## config.mk

```make
export PLATFORM = sky130hd
export DESIGN_NAME = fifo_stream_reader
export DESIGN_NICKNAME = d
export VERILOG_FILES = /design/src/rtl/afifo_pkg.sv /design/src/rtl/skid_buffer2.sv /design/src/rtl/fifo_stream_reader.sv
export SDC_FILE = /design/constraint.sdc
export NUM_CORES = 1
export LEC_CHECK = 0
export ABC_AREA = 1
export CORE_MARGIN = 2
export CORE_UTILIZATION = 53
export CTS_CLUSTER_SIZE = 28
export DETAILED_ROUTE_END_ITERATION = 12
export PLACE_DENSITY = 0.84
export REMOVE_ABC_BUFFERS = 1
export SLEW_MARGIN = 20
export SYNTH_ARGS = -nofsm -noshare
export SYNTH_HDL_FRONTEND = slang
export SYNTH_SLANG_ARGS = --single-unit
```

## constraint.sdc

```tcl
create_clock -name read_clk -period 5.1 [get_ports read_clk]
set_clock_uncertainty 0.2 [all_clocks]
set_input_delay 0.765 -clock read_clk [delete_from_list [all_inputs] [get_ports read_clk]]
set_output_delay 0.765 -clock read_clk [all_outputs]
set_load 0.005 [all_outputs]
```

## src/rtl/afifo_pkg.sv

```systemverilog
// Shared types for the async FIFO read-side logic.
// Output buffer occupancy states and beat counter sizing.
package afifo_pkg;

  typedef enum logic [1:0] {
    BUF_EMPTY = 2'd0,
    BUF_ONE   = 2'd1,
    BUF_FULL  = 2'd2
  } buf_state_e;

  // A beat counter always gets at least one bit, even for single-beat packets
  function automatic int beat_w(input int pkt_len);
    return $clog2(pkt_len > 1 ? pkt_len : 2);
  endfunction

endpackage

```

## src/rtl/skid_buffer2.sv

```systemverilog
// Two-entry registered valid/ready buffer.
// The head slot always drives the output; the tail only fills under back-pressure.
module skid_buffer2
  import afifo_pkg::*;
#(
  parameter int WIDTH = 32
) (
  input  logic             clk,
  input  logic             rst,
  input  logic             push,
  input  logic [WIDTH-1:0] push_data,
  input  logic             out_ready,
  output logic             out_valid,
  output logic [WIDTH-1:0] out_data,
  output buf_state_e       state
);

  buf_state_e       state_q, state_d;
  logic [WIDTH-1:0] head_q, head_d;
  logic [WIDTH-1:0] tail_q, tail_d;
  logic             pop;

  assign out_valid = (state_q != BUF_EMPTY);
  assign out_data  = head_q;
  assign state     = state_q;
  assign pop       = out_valid && out_ready;

  always_comb begin
    state_d = state_q;
    head_d  = head_q;
    tail_d  = tail_q;
    unique case (state_q)
      BUF_EMPTY: begin
        if (push) begin
          head_d  = push_data;
          state_d = BUF_ONE;
        end
      end
      BUF_ONE: begin
        if (push && pop) begin
          head_d = push_data;
        end else if (push) begin
          tail_d  = push_data;
          state_d = BUF_FULL;
        end else if (pop) begin
          state_d = BUF_EMPTY;
        end
      end
      BUF_FULL: begin
        if (pop) begin
          head_d  = tail_q;
          state_d = BUF_ONE;
        end
      end
      default: state_d = BUF_EMPTY;
    endcase
  end

  always_ff @(posedge clk) begin
    if (rst) begin
      state_q <= BUF_EMPTY;
      head_q  <= '0;
      tail_q  <= '0;
    end else begin
      state_q <= state_d;
      head_q  <= head_d;
      tail_q  <= tail_d;
    end
  end

endmodule

```

## src/rtl/fifo_stream_reader.sv

```systemverilog
// Read-side drain: pops the FWFT FIFO into a 2-entry buffer
// and frames the resulting stream into fixed-length packets.
module fifo_stream_reader
  import afifo_pkg::*;
#(
  parameter int WIDTH     = 32,
  parameter int PKT_LEN   = 4,
  parameter int CNT_WIDTH = 16
) (
  input  logic                 read_clk,
  input  logic                 read_reset,
  input  logic                 fifo_empty,
  input  logic [WIDTH-1:0]     fifo_read_data,
  output logic                 fifo_read_en,
  output logic                 out_valid,
  input  logic                 out_ready,
  output logic [WIDTH-1:0]     out_data,
  output logic                 out_last,
  output logic [CNT_WIDTH-1:0] pop_count
);

  localparam int BW = beat_w(PKT_LEN);

  buf_state_e           buf_state;
  logic [BW-1:0]        beat_cnt_q, beat_cnt_d;
  logic [CNT_WIDTH-1:0] pop_count_q, pop_count_d;
  logic                 last_beat;
  logic                 pop;

  // Pop decision uses only registered occupancy, keeping out_ready off this path
  assign fifo_read_en = !read_reset && !fifo_empty
                        && (buf_state != BUF_FULL);

  skid_buffer2 #(
    .WIDTH(WIDTH)
  ) u_buf (
    .clk       (read_clk),
    .rst       (read_reset),
    .push      (fifo_read_en),
    .push_data (fifo_read_data),
    .out_ready (out_ready),
    .out_valid (out_valid),
    .out_data  (out_data),
    .state     (buf_state)
  );

  assign pop       = out_valid && out_ready;
  assign last_beat = (beat_cnt_q == BW'(PKT_LEN - 1));
  assign out_last  = out_valid && last_beat;
  assign pop_count = pop_count_q;

  always_comb begin
    beat_cnt_d  = beat_cnt_q;
    pop_count_d = pop_count_q + CNT_WIDTH'(fifo_read_en);
    if (pop) begin
      beat_cnt_d = last_beat ? '0 : beat_cnt_q + BW'(1);
    end
  end

  always_ff @(posedge read_clk) begin
    if (read_reset) begin
      beat_cnt_q  <= '0;
      pop_count_q <= '0;
    end else begin
      beat_cnt_q  <= beat_cnt_d;
      pop_count_q <= pop_count_d;
    end
  end

endmodule

```

Word-level counts from Yosys, hierarchy flattened. Cells that the tools add are included.

$add $sub $neg: 2. Reduce and logical (&&, ||, !) cells: 13. Equality and inequality tests: 9. Muxes and demuxes: 11. Bitwise operators: 1.

Operators by type and width (number): 32-bit 2-to-1 mux (3); 32-bit one-hot mux with 3 select lines (1); 16-bit by 1-bit adder with 16-bit output (1); 2-bit 2-to-1 mux (6); 4-bit AND reduction (2); 2-bit inequality test, second input constant (3); 2-bit one-hot mux with 3 select lines (1); 1-bit logical AND (5); 2-bit equality test, second input constant (2); 2-bit by 1-bit inequality test with 1-bit output, second input constant (2); 3-bit by 2-bit inequality test with 1-bit output, second input constant (1); 3-bit AND reduction (1); 3-bit nonzero test (1); 2-bit by 1-bit adder with 2-bit output, second input constant (1); 2-bit by 1-bit equality test with 1-bit output, second input constant (1); 1-bit zero test (2); 2-bit zero test (1); 2-bit nonzero test (1); 1-bit NOT (1).

Bits in registers: 84.

Longest topological paths before layout. Gate-level depths: netlist of run 1.

Word-level depth: 6. Depth in mapped cells: 12. Depth with buffers taken out: 12.

By module. From an unflattened synthesis of run 1, not the netlist that was laid out.

Cells, all modules: 602. Area, all modules: 3819.9 um2.

By module, submodules not included: skid_buffer2 (seq. area each 1321.3 um2, area each 2912.8 um2, cells an instance 465, instances 1); fifo_stream_reader (seq. area each 360.3 um2, area each 907.1 um2, cells an instance 137, instances 1).

Least setup slack after synthesis of run 1. Ideal clock, no wire load.

Kind: input port to output port. From: in read_reset. To: out fifo_read_en. Stages: 3. Data required time: 4.135 ns. Arrival time: 1.364 ns. Path slack: 2.771 ns. Buffers on the path: 2. Path through: buf_6 clkbuf_1 nor3_1.

Cells in the longest elaborated chain, start to end: 3.

RTL lines: start: declaration (line fifo_stream_reader.sv:11) `input logic read_reset,`; 1-bit zero test (line fifo_stream_reader.sv:31) `assign fifo_read_en = !read_reset && !fifo_empty`; 1-bit logical AND (line fifo_stream_reader.sv:31); 1-bit logical AND (line fifo_stream_reader.sv:32) `&& (buf_state != BUF_FULL);`; end: declaration (line fifo_stream_reader.sv:14) `output logic fifo_read_en,`.

Every way passes these cells.

Worst setup path after layout of run 1. Ends and elaborated chain as after synthesis.

==> metrics.txt, run 1 <==
# TYPE chip_impl_metric gauge
chip_impl_info{name="outcome",value="complete, no violations"} 1
chip_impl_info{name="hold_class",value="flip-flop to flip-flop"} 1
chip_impl_metric{name="count_of_flip_flops_with_a_built_in_enable_after_synthesis",unit=""} 0
chip_impl_metric{name="first_global_vias",unit=""} 3024
chip_impl_metric{name="first_pass_grt_wire_length",unit="microns"} 13500
chip_impl_info{name="path_common_cell",value="sky130_fd_sc_hd__clkdlybuf4s50_1"} 1
chip_impl_metric{name="synth-seq-area-share",unit=""} 0.457
chip_impl_metric{name="clock-sinks",unit=""} 84
chip_impl_info{name="synth_top_cells_by_area",value="sky130_fd_sc_hd__dfxtp_1 46%, sky130_fd_sc_hd__o21ai_0 11%, sky130_fd_sc_hd__nor2_1 9.1%"} 1
chip_impl_metric{name="cp_data_required_time",unit="ns"} 4.14
chip_impl_metric{name="clock_tree.htree_level_count",unit=""} 3
chip_impl_metric{name="number_of_buffers_created_by_cts",unit=""} 9
chip_impl_info{name="cpMaxStageDelayCell",value="sky130_fd_sc_hd__clkdlybuf4s50_1"} 1
chip_impl_metric{name="cts_setup_buffers",unit=""} 0
chip_impl_metric{name="synth_cells",unit=""} 499
chip_impl_metric{name="die_h",unit="microns"} 87.3
chip_impl_metric{name="design.die.area",unit="sq mm"} 0.00763
chip_impl_metric{name="die_width",unit="microns"} 87.3
chip_impl_info{name="yosys-top-cells-count",value="89 x sky130_fd_sc_hd__nor2_1, 84 x sky130_fd_sc_hd__dfxtp_1, 81 x sky130_fd_sc_hd__o21ai_0, 64 x sky130_fd_sc_hd__nand2_1, 57 x sky130_fd_sc_hd__inv_1"} 1
chip_impl_metric{name="slew_headroom",unit=""} 0.395
chip_impl_metric{name="report.final.slew_viol_count",unit=""} 0
chip_impl_metric{name="layout.filler_cells",unit=""} 571
chip_impl_metric{name="final_period_minus_worst_setup_slack",unit="ns"} 3.52
chip_impl_metric{name="maximum_number_of_pins_on_one_net_before_global_route_repair",unit=""} 71
chip_impl_metric{name="ioPinCount",unit=""} 87
chip_impl_metric{name="drtIter0Drc",unit=""} 173
chip_impl_metric{name="post-route-cell-area",unit="sq mm"} 0.00463
chip_impl_metric{name="final_min_period_over_clock_period",unit=""} 0.691
chip_impl_metric{name="initial_utilization",unit=""} 0.545
chip_impl_info{name="crit_path_end_kind",value="output port"} 1
chip_impl_metric{name="drt_drc_violations_left",unit=""} 0
chip_impl_info{name="tritoncts",value="done"} 1
chip_impl_metric{name="setup_viol",unit=""} 0
chip_impl_metric{name="drive_gt1_frac",unit=""} 0.0489
chip_impl_metric{name="cts.hold.buffers_added",unit=""} 0
chip_impl_metric{name="drt-vias-per-instance",unit=""} 5.16
chip_impl_info{name="timing.critical_path.cells",value="clkdlybuf4s50_1 -> nor3_1 -> clkdlybuf4s50_1"} 1
chip_impl_metric{name="post_dp_cell_area",unit="sq mm"} 0.00443
chip_impl_metric{name="fp.coreArea",unit="sq mm"} 0.00676
chip_impl_metric{name="cp_num_buf_inv",unit=""} 2
chip_impl_metric{name="hpwlAfterDp",unit="microns"} 5410
chip_impl_metric{name="gpl.final_weighted_congestion",unit=""} 0.883
chip_impl_metric{name="hold_viol",unit=""} 0
chip_impl_metric{name="relative_area_change_from_synthesis_to_final_layout",unit="%"} 25.8
chip_impl_metric{name="netlist-cell-type-count",unit=""} 32
chip_impl_metric{name="power.density",unit="mW/mm^2"} 286
chip_impl_metric{name="setup-tns-final",unit="ns"} 0
chip_impl_metric{name="cts_resized",unit=""} 0
chip_impl_info{name="cts_root_buffer",value="sky130_fd_sc_hd__clkbuf_8"} 1
chip_impl_metric{name="floorplan.rows",unit=""} 30
chip_impl_metric{name="antenna_violating_nets_left",unit=""} 0
chip_impl_metric{name="maxCapViolCount",unit=""} 0
chip_impl_metric{name="cellLeakagePower",unit="uW"} 0.00180
chip_impl_info{name="synth_most_common_cell",value="sky130_fd_sc_hd__nor2_1"} 1
chip_impl_metric{name="max_stage_delay",unit="ns"} 0.80
chip_impl_metric{name="max_freq",unit="GHz"} 0.284
chip_impl_info{name="worst_setup_path_start_kind",value="input port"} 1
chip_impl_metric{name="max-vdd-ir-drop",unit="V"} 0.000208
chip_impl_metric{name="groute.usage.overall",unit=""} 0.223
chip_impl_metric{name="routed-via-count",unit=""} 3368
chip_impl_metric{name="netlist_area",unit="sq mm"} 0.00368
chip_impl_info{name="rsz0062_at_grt",value="no"} 1
chip_impl_metric{name="antenna-diode-count",unit=""} 0
chip_impl_info{name="netlist.top_cell.by_area",value="sky130_fd_sc_hd__dfxtp_1"} 1
chip_impl_metric{name="max-clock-path-buffers",unit=""} 2
chip_impl_metric{name="syn_avg_cell_area",unit="sq um"} 7.37
chip_impl_metric{name="timing_worst_slew_pin_value",unit="ns"} 0.903
chip_impl_metric{name="grt_antenna_before_repair",unit=""} 0
chip_impl_metric{name="final_net_count",unit=""} 608
chip_impl_metric{name="grt-ovfl-total",unit=""} 0
chip_impl_metric{name="ys.warnings.count",unit=""} 0
chip_impl_info{name="ys.flop_type",value="sky130_fd_sc_hd__dfxtp_1"} 1
chip_impl_metric{name="timing.critical_path.arrival",unit="ns"} 2.56
chip_impl_metric{name="reg2reg_setup_slack",unit="ns"} 2.59
chip_impl_metric{name="routed_wl",unit="microns"} 8290
chip_impl_metric{name="dr.pass1.iters",unit=""} 5
chip_impl_metric{name="synth_top_area_share",unit=""} 0.457
chip_impl_metric{name="route.detailed.wl_per_inst",unit="microns"} 12.7
chip_impl_metric{name="placed_cells",unit=""} 638
chip_impl_metric{name="ys_ff_latch",unit=""} 84
chip_impl_metric{name="ys_async_sr_fraction",unit=""} 0
chip_impl_metric{name="worst_setup_hold_path_clk_slew",unit="ns"} 0.08
chip_impl_info{name="criticalPathCategory",value="input port to output port"} 1
chip_impl_metric{name="port_buffers",unit=""} 86
chip_impl_metric{name="finish.cell_count_without_fillers",unit=""} 653
chip_impl_metric{name="worst_skew_pair.late_latency",unit="ns"} 0.34
chip_impl_info{name="cp_top_family",value="buffers and inverters"} 1
chip_impl_metric{name="worstPathMaxFanout",unit=""} 17
==> registers in the layout, summed over array words and instances (netlist names) <==
signal,flops
u_buf.out_data,32
u_buf.tail_q,32
pop_count,16
beat_cnt_q,2
u_buf.state,2
==> cell type report <==
type                       instances  area (sq um)  area share
clock buffer                      11           141      0.0305
clock inverter                     4          48.8      0.0105
inverter                          59           226      0.0489
multi-input combinational        327          1560       0.336
sequential                        84          1680       0.363
tap                               80           100      0.0216
timing repair buffer              88           876       0.189
==> final timing paths <==
path,start,depth (start not counted),end
hold / removal,u_buf.tail_q[19]$_SDFFE_PP0P_,2,u_buf.tail_q[19]$_SDFFE_PP0P_
setup / recovery,read_reset,3,fifo_read_en
setup reg to reg,u_buf.state[0]$_SDFFE_PP0P_,13,pop_count[14]$_SDFF_PP0_
hold reg to reg,u_buf.tail_q[19]$_SDFFE_PP0P_,2,u_buf.tail_q[19]$_SDFFE_PP0P_
==> cells by family after synthesis <==
kind of cell | share of synthesized area
simple gates | 0.201
fa+ha+maj | 0.0102
buf+inv | 0.122
compound gates | 0.204
flops | 0.457
xor+xnor | 0.00476
==> where the power goes <==
part / switching [uW] / internal [uW]
Clock: 230 / 238
Combinational: 75.6 / 86.5
Sequential: 13.8 / 681
==> stage by stage <==
| step | utilization | power [uW] | hold WS (ns) | setup WS [ns] |
|---|---|---|---|---|
| finish | 0.685 | 1330 | 0.251 | 1.58 |
| global route | 0.685 | 1380 | 0.266 | 1.49 |
| CTS | 0.684 | 1340 | 0.251 | 1.58 |
| detailed placement | 0.656 | 872 | 0.242 | 1.39 |
| global placement | 0.656 | 866 | 0.235 | 1.52 |
| floorplan | - | 778 | 0.227 | 2.83 |
==> per-layer routing <==
metal / GRT usage / part of all wire / vias up
li1: - / - / 1730
met1: 0.300 / 0.45 / 1527
met5: 0 / 0 / -
met4: 0.0755 / 0.015 / 0
met2: 0.364 / 0.47 / 99
met3: 0.0379 / 0.063 / 12
==> worst reg2reg max path: stages (launching register included) <==
cell and delay, ns:
sky130_fd_sc_hd__dfxtp_1 0.36, sky130_fd_sc_hd__inv_2 0.06, sky130_fd_sc_hd__nand2_2 0.05, sky130_fd_sc_hd__buf_4 0.46, sky130_fd_sc_hd__nand3_2 0.21, sky130_fd_sc_hd__inv_1 0.10
sky130_fd_sc_hd__ha_1 0.16, sky130_fd_sc_hd__nand2_1 0.08, sky130_fd_sc_hd__nor2_2 0.18, sky130_fd_sc_hd__inv_1 0.06, sky130_fd_sc_hd__nor2_1 0.21, sky130_fd_sc_hd__nand3_1 0.11
sky130_fd_sc_hd__nand2_1 0.07, sky130_fd_sc_hd__a21oi_1 0.06
==> layout by cell type (no fill, tap or decap), types with 3 or more instances in the layout <==
cell type                         instances
sky130_fd_sc_hd__ha_1                     3
sky130_fd_sc_hd__a21oi_1                 40
sky130_fd_sc_hd__clkbuf_8                10
sky130_fd_sc_hd__o21ai_1                 18
sky130_fd_sc_hd__nand3_1                  4
sky130_fd_sc_hd__nor3_1                   6
sky130_fd_sc_hd__nor2_1                  89
sky130_fd_sc_hd__nand2_2                  3
sky130_fd_sc_hd__nand2_1                 64
sky130_fd_sc_hd__inv_1                   56
sky130_fd_sc_hd__o21ai_0                 81
sky130_fd_sc_hd__dfxtp_1                 84
sky130_fd_sc_hd__clkdlybuf4s50_1         86
No activity file was read; power rests on OpenSTA's default activity.
==> inputs of run 2 (changes only) <==
Settings changed: CORE_UTILIZATION 53 to 50, PLACE_DENSITY 0.84 to 0.8.
Clock period 5.1 ns to 3.4 ns, I/O delays scaled along.
==> metrics.txt, run 2 (synthesis gave the netlist of run 1 again) <==
# TYPE chip_impl_metric gauge
chip_impl_metric{name="power.sequential.fraction",unit=""} 0.518
chip_impl_metric{name="setup_viol",unit=""} 0
chip_impl_metric{name="hold_viol",unit=""} 0
chip_impl_metric{name="routed_wl",unit="microns"} 8370
chip_impl_metric{name="worstPathMaxFanout",unit=""} 25
chip_impl_info{name="outcome",value="complete, no violations"} 1
chip_impl_metric{name="post-route-cell-area",unit="sq mm"} 0.00469
chip_impl_metric{name="first_pass_grt_wire_length",unit="microns"} 14000
chip_impl_metric{name="final_min_period_over_clock_period",unit=""} 0.801
chip_impl_metric{name="post_dp_cell_area",unit="sq mm"} 0.00449
chip_impl_metric{name="groute.usage.overall",unit=""} 0.208
chip_impl_metric{name="antenna_violating_nets_left",unit=""} 0
chip_impl_metric{name="drt-vias-per-instance",unit=""} 5.05
chip_impl_metric{name="routed-via-count",unit=""} 3416
chip_impl_metric{name="cts.hold.buffers_added",unit=""} 0
chip_impl_metric{name="route.detailed.wl_per_inst",unit="microns"} 12.4
chip_impl_info{name="tritoncts",value="done"} 1
chip_impl_metric{name="clock_tree.htree_level_count",unit=""} 3
chip_impl_info{name="layout.cells.most_common_list",value="89 x sky130_fd_sc_hd__nor2_1, 86 x sky130_fd_sc_hd__clkdlybuf4s50_1, 84 x sky130_fd_sc_hd__dfxtp_1, 81 x sky130_fd_sc_hd__o21ai_0, 64 x sky130_fd_sc_hd__nand2_1"} 1
chip_impl_metric{name="grt-ovfl-total",unit=""} 0
chip_impl_metric{name="drive_gt1_frac",unit=""} 0.0537
chip_impl_metric{name="dr.pass1.iters",unit=""} 6
chip_impl_metric{name="power.density",unit="mW/mm^2"} 428
chip_impl_metric{name="antenna-diode-count",unit=""} 0
chip_impl_metric{name="maximum_number_of_pins_on_one_net_before_global_route_repair",unit=""} 71
chip_impl_metric{name="layout.filler_cells",unit=""} 591
chip_impl_info{name="cpMaxStageDelayCell",value="sky130_fd_sc_hd__clkdlybuf4s50_1"} 1
chip_impl_metric{name="die_h",unit="microns"} 89.8
chip_impl_metric{name="clock-sinks",unit=""} 84
chip_impl_metric{name="gpl.final_weighted_congestion",unit=""} 0.913
chip_impl_metric{name="initial_utilization",unit=""} 0.513
chip_impl_info{name="criticalPathCategory",value="flip-flop to output port"} 1
chip_impl_metric{name="final_period_minus_worst_setup_slack",unit="ns"} 2.72
chip_impl_metric{name="number_of_buffers_created_by_cts",unit=""} 9
chip_impl_metric{name="slew_headroom",unit=""} 0.616
chip_impl_metric{name="timing.critical_path.arrival",unit="ns"} 2.01
chip_impl_metric{name="worst_slack",unit="ns"} 0.676
chip_impl_metric{name="drtIter0Drc",unit=""} 141
chip_impl_info{name="cts_root_buffer",value="sky130_fd_sc_hd__clkbuf_8"} 1
chip_impl_metric{name="final_net_count",unit=""} 611
chip_impl_metric{name="preCtsSetupSlack",unit="ns"} 0.757
chip_impl_metric{name="first_global_vias",unit=""} 3217
chip_impl_metric{name="max_stage_delay",unit="ns"} 0.56
chip_impl_metric{name="switching_share",unit=""} 0.237
chip_impl_metric{name="timing_worst_slew_pin_value",unit="ns"} 0.576
chip_impl_metric{name="power.combinational.fraction",unit=""} 0.122
chip_impl_info{name="worst_setup_path_start_kind",value="flip-flop"} 1
chip_impl_metric{name="clock_power_share",unit=""} 0.360
chip_impl_metric{name="setup-tns-final",unit="ns"} 0
chip_impl_metric{name="intPower",unit="uW"} 1530
chip_impl_metric{name="max-clock-path-buffers",unit=""} 2
chip_impl_metric{name="max_freq",unit="GHz"} 0.367
chip_impl_metric{name="floorplan.rows",unit=""} 31
chip_impl_metric{name="drt_drc_violations_left",unit=""} 0
chip_impl_metric{name="cellLeakagePower",unit="uW"} 0.00181
chip_impl_metric{name="cts_resized",unit=""} 0
chip_impl_metric{name="relative_area_change_from_synthesis_to_final_layout",unit="%"} 27.6
chip_impl_metric{name="design.die.area",unit="sq mm"} 0.00806
chip_impl_info{name="hold_class",value="flip-flop to flip-flop"} 1
chip_impl_metric{name="cp_data_required_time",unit="ns"} 2.69
chip_impl_metric{name="fp.coreArea",unit="sq mm"} 0.00718
chip_impl_metric{name="ioPinCount",unit=""} 87
chip_impl_metric{name="hpwlAfterDp",unit="microns"} 5650
chip_impl_metric{name="worst_setup_hold_path_clk_slew",unit="ns"} 0.08
chip_impl_metric{name="die_width",unit="microns"} 89.8
chip_impl_metric{name="placed_cells",unit=""} 660
chip_impl_metric{name="grt_antenna_before_repair",unit=""} 0
chip_impl_metric{name="report.final.slew_viol_count",unit=""} 0
chip_impl_metric{name="finish.cell_count_without_fillers",unit=""} 676
chip_impl_info{name="rsz0062_at_grt",value="no"} 1
chip_impl_metric{name="cts_setup_buffers",unit=""} 0
chip_impl_info{name="leading_cell_type_in_the_layout_fill_and_taps_excluded",value="sky130_fd_sc_hd__nor2_1"} 1
chip_impl_metric{name="worst_skew_pair.late_latency",unit="ns"} 0.35
chip_impl_info{name="timing.critical_path.cells",value="inv_2 -> nand2_2 -> inv_1 -> nor3_1 -> clkdlybuf4s50_1"} 1
chip_impl_metric{name="maxCapViolCount",unit=""} 0
chip_impl_metric{name="max-vdd-ir-drop",unit="V"} 0.000212
chip_impl_metric{name="port_buffers",unit=""} 86
chip_impl_metric{name="total_net_switching_power",unit="uW"} 477
chip_impl_info{name="crit_path_end_kind",value="output port"} 1
run 2: changes by cell type in the layout (fill, tap and decap cells not counted), sizes merged:
| cell | delta |
|---|---|
| clkinv | -2 |
| inv | -1 |
| clkbuf | +2 |
| buf | +3 |
| clkinvlp | +2 |
run 2: final cells by class:
type,instances,area (sq um),area share
repair buffers,91,911,0.194
clock inverters,3,45.0,0.00959
flip-flops and latches,84,1680,0.358
inverters,59,226,0.0482
multi-input cells,327,1550,0.330
well taps,99,124,0.0264
clock buffers,13,159,0.0338
run 2: path summary, 6_finish.rpt:
check	from	endpoint	slack (ns)	cells past startpoint
worst max-delay path	u_buf.state[0]$_SDFFE_PP0P_	fifo_read_en	0.68	5
worst min-delay path	u_buf.tail_q[16]$_SDFFE_PP0P_	u_buf.tail_q[16]$_SDFFE_PP0P_	0.25	2
worst max register to register	u_buf.state[0]$_SDFFE_PP0P_	u_buf.out_data[8]$_SDFFE_PP0P_	1.09	8
worst min register to register	u_buf.tail_q[16]$_SDFFE_PP0P_	u_buf.tail_q[16]$_SDFFE_PP0P_	0.25	2
run 2: metrics by stage:
stage	hold WS (ns)	total power [uW]	util
floorplan	0.227	1170	-
global placement	0.234	1300	0.626
detailed placement	0.240	1310	0.626
CTS	0.255	2020	0.654
global route	0.269	2100	0.654
finish	0.252	2010	0.654
run 2: worst max-delay path, delay by kind of cell (launching register included):
kind / cells / cell delay, ns
flip-flops: 1 / 0.35
buffers and inverters: 3 / 0.76
AND/OR/NAND/NOR: 2 / 0.56
run 2: metal layers:
metal,track usage,up-vias,routed length [microns]
met3,0.0444,14,548
met5,0,-,0
li1,-,1740,-
met1,0.267,1560,3880
met2,0.335,102,3770
met4,0.0962,0,167
run 2: power groups by stage:
stage / Clock (uW) / Sequential [uW] / Combinational, uW
2_1_floorplan: 0 / 1060 / 102
3_3_place_gp: 0 / 1060 / 239
3_5_place_dp: 0 / 1070 / 245
4_1_cts: 735 / 1040 / 246
5_1_grt: 776 / 1050 / 272
6_report: 724 / 1040 / 245
==> inputs of run 3 (changes only) <==
Settings changed: CORE_UTILIZATION 50 to 45, PLACE_DENSITY 0.8 to 0.76.
Clock period 3.4 ns to 2.4 ns, I/O delays scaled along.
==> metrics.txt, run 3 (synthesis gave the netlist of run 1 again) <==
# TYPE chip_impl_metric gauge
chip_impl_metric{name="routed_wl",unit="microns"} 8280
chip_impl_metric{name="timing.critical_path.arrival",unit="ns"} 1.72
chip_impl_info{name="layout.cells.most_common_list",value="89 x sky130_fd_sc_hd__nor2_1, 86 x sky130_fd_sc_hd__clkdlybuf4s50_1, 84 x sky130_fd_sc_hd__dfxtp_1, 81 x sky130_fd_sc_hd__o21ai_0, 64 x sky130_fd_sc_hd__nand2_1"} 1
chip_impl_metric{name="worst_setup_hold_path_clk_slew",unit="ns"} 0.07
chip_impl_info{name="worst_setup_path_start_kind",value="input port"} 1
chip_impl_info{name="criticalPathCategory",value="input port to output port"} 1
chip_impl_metric{name="final_period_minus_worst_setup_slack",unit="ns"} 2.28
chip_impl_metric{name="total_net_switching_power",unit="uW"} 674
chip_impl_metric{name="ioPinCount",unit=""} 87
chip_impl_metric{name="setup_viol",unit=""} 0
chip_impl_metric{name="dr.pass1.iters",unit=""} 6
chip_impl_metric{name="worst_skew_pair.late_latency",unit="ns"} 0.34
chip_impl_metric{name="fp.coreArea",unit="sq mm"} 0.00781
chip_impl_info{name="path_common_cell",value="sky130_fd_sc_hd__clkdlybuf4s50_1"} 1
chip_impl_metric{name="timing_worst_slew_pin_value",unit="ns"} 0.375
chip_impl_metric{name="drt-vias-per-instance",unit=""} 4.97
chip_impl_metric{name="final_net_count",unit=""} 620
chip_impl_metric{name="power.sequential.fraction",unit=""} 0.503
chip_impl_metric{name="setup-tns-final",unit="ns"} 0
chip_impl_metric{name="overall_power_of_the_completed_layout",unit="uW"} 2930
chip_impl_metric{name="port_buffers",unit=""} 86
chip_impl_metric{name="route.detailed.wl_per_inst",unit="microns"} 12.0
chip_impl_metric{name="cellLeakagePower",unit="uW"} 0.00187
chip_impl_metric{name="initial_utilization",unit=""} 0.471
chip_impl_info{name="tritoncts",value="done"} 1
chip_impl_metric{name="first_global_vias",unit=""} 3178
chip_impl_metric{name="hold_viol",unit=""} 0
chip_impl_metric{name="floorplan.rows",unit=""} 32
chip_impl_metric{name="placed_cells",unit=""} 672
chip_impl_metric{name="grt-ovfl-total",unit=""} 0
chip_impl_metric{name="die_width",unit="microns"} 94.4
chip_impl_metric{name="grt_antenna_before_repair",unit=""} 0
chip_impl_metric{name="post_dp_cell_area",unit="sq mm"} 0.00456
chip_impl_metric{name="groute.usage.overall",unit=""} 0.195
chip_impl_info{name="leading_cell_type_in_the_layout_fill_and_taps_excluded",value="sky130_fd_sc_hd__nor2_1"} 1
chip_impl_metric{name="power.density",unit="mW/mm^2"} 613
chip_impl_metric{name="max-clock-path-buffers",unit=""} 2
chip_impl_metric{name="drtIter0Drc",unit=""} 138
chip_impl_metric{name="final_util",unit=""} 0.613
chip_impl_metric{name="report.final.slew_viol_count",unit=""} 0
chip_impl_metric{name="antenna_violating_nets_left",unit=""} 0
chip_impl_info{name="timing.critical_path.cells",value="clkdlybuf4s50_1 -> nor3_2 -> clkdlybuf4s50_1"} 1
chip_impl_metric{name="post-route-cell-area",unit="sq mm"} 0.00478
chip_impl_metric{name="intPower",unit="uW"} 2260
chip_impl_metric{name="die_h",unit="microns"} 94.4
chip_impl_metric{name="cts.hold.buffers_added",unit=""} 0
chip_impl_metric{name="routed-via-count",unit=""} 3416
chip_impl_metric{name="switching_share",unit=""} 0.230
chip_impl_metric{name="max_freq",unit="GHz"} 0.438
chip_impl_metric{name="hpwlAfterDp",unit="microns"} 5830
chip_impl_info{name="rsz0062_at_grt",value="no"} 1
chip_impl_metric{name="clock_tree.htree_level_count",unit=""} 3
chip_impl_metric{name="drive_gt1_frac",unit=""} 0.0700
chip_impl_metric{name="relative_area_change_from_synthesis_to_final_layout",unit="%"} 30.0
chip_impl_metric{name="worstPathMaxFanout",unit=""} 4
chip_impl_metric{name="cp_data_required_time",unit="ns"} 1.84
chip_impl_metric{name="max-vdd-ir-drop",unit="V"} 0.000346
chip_impl_info{name="cpMaxStageDelayCell",value="sky130_fd_sc_hd__clkdlybuf4s50_1"} 1
chip_impl_metric{name="finish.cell_count_without_fillers",unit=""} 688
chip_impl_metric{name="clock_power_share",unit=""} 0.375
chip_impl_info{name="cts_root_buffer",value="sky130_fd_sc_hd__clkbuf_8"} 1
chip_impl_metric{name="power.combinational.fraction",unit=""} 0.122
chip_impl_metric{name="number_of_buffers_created_by_cts",unit=""} 9
chip_impl_metric{name="first_pass_grt_wire_length",unit="microns"} 13900
chip_impl_metric{name="max_stage_delay",unit="ns"} 0.56
chip_impl_metric{name="design.die.area",unit="sq mm"} 0.00892
chip_impl_metric{name="antenna-diode-count",unit=""} 0
chip_impl_metric{name="drt_drc_violations_left",unit=""} 0
chip_impl_info{name="cp_top_family",value="buffers and inverters"} 1
chip_impl_metric{name="clock-sinks",unit=""} 84
chip_impl_info{name="hold_class",value="flip-flop to flip-flop"} 1
chip_impl_metric{name="maxCapViolCount",unit=""} 0
chip_impl_info{name="outcome",value="complete, no violations"} 1
chip_impl_info{name="crit_path_end_kind",value="output port"} 1
chip_impl_metric{name="cp_num_buf_inv",unit=""} 2
chip_impl_metric{name="slew_headroom",unit=""} 0.749
chip_impl_metric{name="gpl.final_weighted_congestion",unit=""} 0.879
chip_impl_metric{name="final_min_period_over_clock_period",unit=""} 0.950
chip_impl_metric{name="maximum_number_of_pins_on_one_net_before_global_route_repair",unit=""} 66
==> run 3: changes by cell type in the layout (fill, tap and decap cells not counted), sizes merged <==
cell,before,now
buf,5,14
clkinv,1,2
clkbuf,13,12
bufinv,1,2
clkinvlp,2,1
==> run 3: cell type report <==
type | count | area (sq um)
clock inverter | 4 | 72.6
clock buffer | 12 | 145
sequential | 84 | 1680
fill | 737 | 3020
timing repair buffer | 100 | 978
tap | 102 | 128
multi-input combinational | 327 | 1550
inverter | 59 | 226
==> run 3: power groups by stage <==
| stage | Clock, uW | Combinational (uW) | Sequential, uW |
|---|---|---|---|
| floorplan | 0 | 145 | 1510 |
| global placement | 0 | 349 | 1510 |
| detailed placement | 0 | 358 | 1510 |
| CTS | 1130 | 360 | 1470 |
| global route | 1180 | 400 | 1480 |
| finish | 1100 | 357 | 1470 |
==> run 3: worst paths after layout <==
check,startpoint,to,slack [ns],cells past startpoint
worst max register to register,u_buf.state[0]$_SDFFE_PP0P_,pop_count[13]$_SDFF_PP0_,0.52,11
worst min register to register,u_buf.tail_q[21]$_SDFFE_PP0P_,u_buf.tail_q[21]$_SDFFE_PP0P_,0.25,2
worst min-delay path,u_buf.tail_q[21]$_SDFFE_PP0P_,u_buf.tail_q[21]$_SDFFE_PP0P_,0.25,2
worst max-delay path,read_reset,fifo_read_en,0.12,3
==> run 3: routing by layer <==
metal	vias to the layer above	share of wire	routed length, microns	global-route usage
met5	-	0	0	0
met4	0	0.012	101	0.0785
met3	8	0.058	477	0.0383
met2	100	0.46	3840	0.320
met1	1549	0.47	3870	0.254
li1	1759	-	-	-
==> run 3: metrics by stage <==
| stage | setup WS, ns | hold WS, ns |
|---|---|---|
| after detailed placement | 0.000405 | 0.239 |
| after global routing | 0.0388 | 0.265 |
| final | 0.119 | 0.246 |
| after global placement | 0.0815 | 0.232 |
| after CTS | 0.0193 | 0.250 |
| after floorplan | 0.139 | 0.227 |
==> run 3: repair_timing <==
item                       4_1_cts  5_1_grt
setup endpoints to repair        0        1
resized for setup                0        1
setup buffers                    0        0
==> run 3: worst reg2reg max path, stage by stage (launching register included) <==
cell                       delay, ns
sky130_fd_sc_hd__dfxtp_1        0.35
sky130_fd_sc_hd__inv_2          0.05
sky130_fd_sc_hd__nand2_2        0.11
sky130_fd_sc_hd__inv_1          0.11
sky130_fd_sc_hd__nor3_2         0.15
sky130_fd_sc_hd__buf_4          0.14
sky130_fd_sc_hd__ha_1           0.14
sky130_fd_sc_hd__nand2_1        0.08
sky130_fd_sc_hd__nor2_1         0.17
sky130_fd_sc_hd__nand2_1        0.10
sky130_fd_sc_hd__o21bai_1       0.14
sky130_fd_sc_hd__nor2_1         0.05
